**src/rtl/adder_pkg.sv**
```systemverilog
// Shared types and elaboration helpers for the digit-serial adder and its
// combinational digit slice.
package adder_pkg;

  typedef enum logic [1:0] {
    IDLE = 2'd0,
    RUN  = 2'd1,
    DONE = 2'd2
  } state_t;

  function automatic int ndig(input int width, input int digit);
    return width / digit;
  endfunction

  // Wide enough to hold NDIG itself, so the counter never wraps.
  function automatic int cnt_width(input int width, input int digit);
    return $clog2(width / digit + 1);
  endfunction

  function automatic bit width_ok(input int width, input int digit);
    return (digit >= 1) && (digit <= width) && ((width % digit) == 0);
  endfunction

endpackage

```
**src/rtl/digit_adder.sv**
```systemverilog
// Combinational ripple adder for one digit. Also exposes the carry into the
// top bit so the caller can form signed overflow on the last digit.
module digit_adder #(
  parameter int WIDTH = 4
) (
  input  logic [WIDTH-1:0] a,
  input  logic [WIDTH-1:0] b,
  input  logic             ci,
  output logic [WIDTH-1:0] s,
  output logic             co,
  output logic             ctop
);

  always_comb begin
    logic c;
    c    = ci;
    s    = '0;
    ctop = ci;
    for (int i = 0; i < WIDTH; i++) begin
      if (i == WIDTH - 1) ctop = c;
      s[i] = a[i] ^ b[i] ^ c;
      c    = (a[i] & b[i]) | (c & (a[i] ^ b[i]));
    end
    co = c;
  end

endmodule

```
**src/rtl/digit_serial_adder.sv**
```systemverilog
// Multi-cycle add/subtract of two WIDTH-bit operands, DIGIT bits per clock,
// least-significant digit first, carry held in a register between digits.
//
// Handshake: an operation is accepted on a rising edge where start=1 and
// ready=1; ready depends on state only. done is a one-cycle pulse in the
// cycle after the last digit, and sum/carry/overflow change only then.
module digit_serial_adder
  import adder_pkg::*;
#(
  parameter int WIDTH = 16,
  parameter int DIGIT = 4
) (
  input  logic             clk,
  input  logic             reset,
  input  logic             start,
  input  logic             sub,
  input  logic [WIDTH-1:0] a,
  input  logic [WIDTH-1:0] b,
  input  logic             cin,
  output logic             ready,
  output logic             done,
  output logic [WIDTH-1:0] sum,
  output logic             carry,
  output logic             overflow,
  output logic [1:0]       state_dbg
);

  localparam int NDIG = ndig(WIDTH, DIGIT);
  localparam int CW   = cnt_width(WIDTH, DIGIT);

  generate
    if (!width_ok(WIDTH, DIGIT)) begin : g_bad_params
      $error("digit_serial_adder: WIDTH must be a positive multiple of DIGIT");
    end
  endgenerate

  state_t                 state, state_n;
  logic                   accept;
  logic                   last;
  logic [WIDTH-1:0]       op_a, op_b, res;
  logic                   cr;
  logic [CW-1:0]          cnt;
  logic [DIGIT-1:0]       d_s;
  logic                   d_co, d_ctop;
  logic [WIDTH+DIGIT-1:0] res_cat;

  assign state_dbg = state;
  assign last      = (cnt == CW'(NDIG - 1));
  // New digit enters the result register from the top, so after NDIG
  // shifts the first digit sits at bit 0.
  assign res_cat   = {d_s, res} >> DIGIT;

  digit_adder #(.WIDTH(DIGIT)) u_digit (
    .a    (op_a[DIGIT-1:0]),
    .b    (op_b[DIGIT-1:0]),
    .ci   (cr),
    .s    (d_s),
    .co   (d_co),
    .ctop (d_ctop)
  );

  always_ff @(posedge clk) begin
    if (reset) state <= IDLE;
    else       state <= state_n;
  end

  always_comb begin
    state_n = state;
    ready   = 1'b0;
    done    = 1'b0;
    accept  = 1'b0;
    case (state)
      IDLE: begin
        ready = 1'b1;
        if (start) begin
          accept  = 1'b1;
          state_n = RUN;
        end
      end
      RUN: begin
        if (last) state_n = DONE;
      end
      DONE: begin
        ready = 1'b1;
        done  = 1'b1;
        if (start) begin
          accept  = 1'b1;
          state_n = RUN;
        end else begin
          state_n = IDLE;
        end
      end
      default: state_n = IDLE;
    endcase
  end

  always_ff @(posedge clk) begin
    if (reset) begin
      op_a     <= '0;
      op_b     <= '0;
      res      <= '0;
      cr       <= 1'b0;
      cnt      <= '0;
      sum      <= '0;
      carry    <= 1'b0;
      overflow <= 1'b0;
    end else if (accept) begin
      // Subtraction is A + ~B + 1: invert B here and seed the carry with 1.
      op_a <= a;
      op_b <= sub ? ~b : b;
      cr   <= sub ? 1'b1 : cin;
      cnt  <= '0;
    end else if (state == RUN) begin
      op_a <= op_a >> DIGIT;
      op_b <= op_b >> DIGIT;
      res  <= res_cat[WIDTH-1:0];
      cr   <= d_co;
      cnt  <= cnt + 1'b1;
      if (last) begin
        sum      <= res_cat[WIDTH-1:0];
        carry    <= d_co;
        overflow <= d_ctop ^ d_co;
      end
    end
  end

endmodule

```
**config.mk**
```make
export PLATFORM = sky130hd
export DESIGN_NAME = digit_serial_adder
export DESIGN_NICKNAME = d
export VERILOG_FILES = /design/src/rtl/adder_pkg.sv /design/src/rtl/digit_adder.sv /design/src/rtl/digit_serial_adder.sv
export SDC_FILE = /design/constraint.sdc
export NUM_CORES = 1
export LEC_CHECK = 0
export ABC_CLOCK_PERIOD_IN_PS = 2900
export BUFFER_PORTS_ARGS = -buffer_cell sky130_fd_sc_hd__buf_2
export CORE_UTILIZATION = 45
export CTS_BUF_LIST = sky130_fd_sc_hd__clkbuf_8 sky130_fd_sc_hd__clkbuf_16
export DETAILED_ROUTE_END_ITERATION = 10
export PLACE_DENSITY = 0.68
export SLEW_MARGIN = 25
export SYNTH_ARGS = -nofsm -noshare
export SYNTH_HDL_FRONTEND = slang
export SYNTH_SLANG_ARGS = --single-unit
```
**constraint.sdc**
```tcl
create_clock -name clk -period 2.9 [get_ports clk]
set_clock_uncertainty 0.1 [all_clocks]
set_input_delay 0.58 -clock clk [delete_from_list [all_inputs] [get_ports clk]]
set_output_delay 0.58 -clock clk [all_outputs]
set_load 0.1 [all_outputs]
```
==> summary.md <==
| Metric | Value |
|---|---|
| Status | finished, final reports clean |
| Total gr overflow | 0 |
| Final Hold Fails | 0 |
| Rel. slew slack | 0.5164 |
| Syn Nets | roughly 380 |
| Tcrit/Tclk final | 0.8022 |
| DR pass1 iterations | 4 |
| Largest net degree at the start of global routing | 58 |
| Commonest non-fill, non-tap cell in the layout | nand2_1 |
| GRT met3 Usage | 0.07889 |
| Worst setup SP type | register |
| Number of CTS-inserted buffers | 9 |
| Placed cell area | 3136 µm² |
| DIE WIDTH | about 80 µm |
| Commonest register cell after synthesis | dfxtp_1 |
| Hold WC Path Type | register to register |
| Io pins | 59 |
| # H-tree levels | 3 |
| DRC | 0 |
| Gpl congestion | about 0.73 |
| Layout cells sized above 1 | 0.2098 |
| Core outline area | about 6000 µm² |
| Clk slew on worst S/H paths | 70 ps |
| WL/cell | about 12 µm |
| Data arrival, critical path | 2480 ps |
| Library cells used by synthesis | 28 |
| Achievable Freq | approximately 430 MHz |
| PostCTS Resize Cnt | 0 |
| Pwr Density | slightly below 600 nW/µm² |
| Initial Util | 0.4745 |
| Final HPWL DP | 3.587 mm |
| Die area | 6639 µm² |
| Fillers | ~600 |
| WP data required | 3050 ps |
| Diode count | 0 |
| GRT Util Overall | 0.1879 |
| Clock tree root driver cell | clkbuf_8 |
| CTS tree | done |
| Async S/R FF share, synth | 0 |
| Dpl ws | around 580 ps |
| Row count | 28 |
| Initial antenna violation count | 0 |
| Crit path max fanout | 2 |
| Period minus WS final | 2326 ps |
| Post-layout util | 0.5516 |
| Critical Path End Type | register |
| CTS Hold Bufs | 0 |
| Count of pins over their slew limit | 0 |
| Sequential fraction of the synthesis area | 0.4789 |
| Nets | 424 |
| RSZ-0062 raised after global routing | no |
| Post-layout instance area | roughly 3300 µm² |
| Clock latency on the worst-skew pair | 330 ps |
| Most frequent cells in the layout | 70 x nand2_1, 68 x dfxtp_1, 58 x buf_2 |
| First DRT Iteration DRCs | 145 |
| Post-Syn Area per Cell | 8.410 µm² |
| Number of post-CTS setup repair buffers | 0 |
| Pleak | 1.310 nW |
| Setup TNS | 0 ps |
| Mapped Cells | 338 |
| Area growth syn-to-layout | 16.24% |
| First-pass GRT wire length | 9.252 mm |
| Most used routing layer | met2 |
| M1 GR Usage | 0.2111 |
| Vias in the first global route | 2094 |
| Routed WL | 5.658 mm |
| Synth Warn # | 0 |
| Hold path depth | 2 |
| Max-Cap Viols | 0 |
| Worst-Margin Slew | 725.4 ps |
| I/O Buffers | 58 |
| Drt via density | 5.126 |
| #FFs+latches synth | just under 70 |
| Peak supply drop | 0.3405 mV |
| Die extent in y | roughly 80 µm |
| Met2 Use GR | 0.3183 |
| Vias post-DR | 2363 |
| EDFF count, synth | 0 |
| Final worst slack | 573.6 ps |
| Clk sink count | a little under 70 |
| Synthesized area | 2843 µm² |
| Max clock buf depth | 2 |
| Reg2Reg Depth | 8 |
| WS Path Type | register to register |
| ANT nets after route | 0 |
| Final setup vio count | 0 |
worst max-delay path, cell delays in order (launching register included):
cell and delay [ps]:
dfxtp_1 330, fa_1 410, inv_1 80, fa_1 170, inv_1 50, fa_1 390, inv_1 90, fa_1 430
a211oi_1 200
stage by stage:
step                cells  hold WS [ps]  power (mW)
global placement      445         339.9       1.268
CTS                   461         350.4       1.937
finish                461         347.4       1.908
detailed placement    445         344.6       1.273
global route          461         354.5       2.013
floorplan             338         332.2       1.209
layout make-up:
cell class	count	area, µm²	share of cell area
flip-flops and latches	68	1361	0.4120
clock buffers	10	137.6	0.04165
well taps	75	93.84	0.02840
repair buffers	63	340.3	0.1030
inverters	9	33.78	0.01022
multi-input cells	230	1306	0.3953
clock inverters	6	31.28	0.009466
layer usage:
layer / share of wire / up-vias
li1: - / 1228
met4: 0.012 / 0
met1: 0.47 / 1071
met5: 0 / -
met2: 0.47 / 58
met3: 0.050 / 6
worst paths after layout:
path | start | endpoint | slack [ps]
min | res[5] | sum[1] | 350
min reg2reg | res[5] | sum[1] | 350
max reg2reg | op_a[0] | sum[15] | 570
max | op_a[0] | sum[15] | 570
kinds of logic (layout without fill, tap and decap cells):
| family | after synthesis | count (layout) | share of synthesized area |
|---|---|---|---|
| and+or+nand+nor | 123 | 123 | 0.1835 |
| AOI/OAI and AO/OA | 82 | 82 | 0.1756 |
| DFF | 68 | 68 | 0.4789 |
| buffers and inverters | 40 | 88 | 0.06602 |
| xor gates and xnor gates | 18 | 18 | 0.05546 |
| adders and majority gates | 6 | 6 | 0.03697 |
| muxes | 1 | 1 | 0.003521 |
synth_stat cells (2+ instances only):
master / instances / share of area
a21oi_1: 50 / 0.088
nor2b_1: 3 / 0.0066
nand2b_1: 2 / 0.0044
nand3_1: 25 / 0.044
inv_1: 9 / 0.012
clkbuf_1: 10 / 0.013
buf_4: 2 / 0.0053
dfxtp_1: 68 / 0.48
nand2_1: 70 / 0.092
a211oi_1: 5 / 0.013
xor2_1: 16 / 0.049
a311oi_1: 6 / 0.018
o22ai_1: 2 / 0.0044
fa_1: 4 / 0.028
a22oi_1: 16 / 0.042
xnor2_1: 2 / 0.0062
nor2_1: 15 / 0.020
nor3_1: 6 / 0.011
buf_2: 17 / 0.030
ha_1: 2 / 0.0088
where the power goes:
part           total, mW  internal, mW  switching, mW
Combinational      0.242        0.0925          0.150
Clock              0.658         0.324          0.334
Sequential          1.01         0.981         0.0275
Total               1.91          1.40          0.511
registers in the layout, indices dropped and copies added (netlist names):
| name | count |
|---|---|
| carry | 1 |
| cnt | 3 |
| cr | 1 |
| op_a | 16 |
| op_b | 16 |
| overflow | 1 |
| res | 12 |
| state_dbg | 2 |
| sum | 16 |
Power figures use the tool's default switching activity.
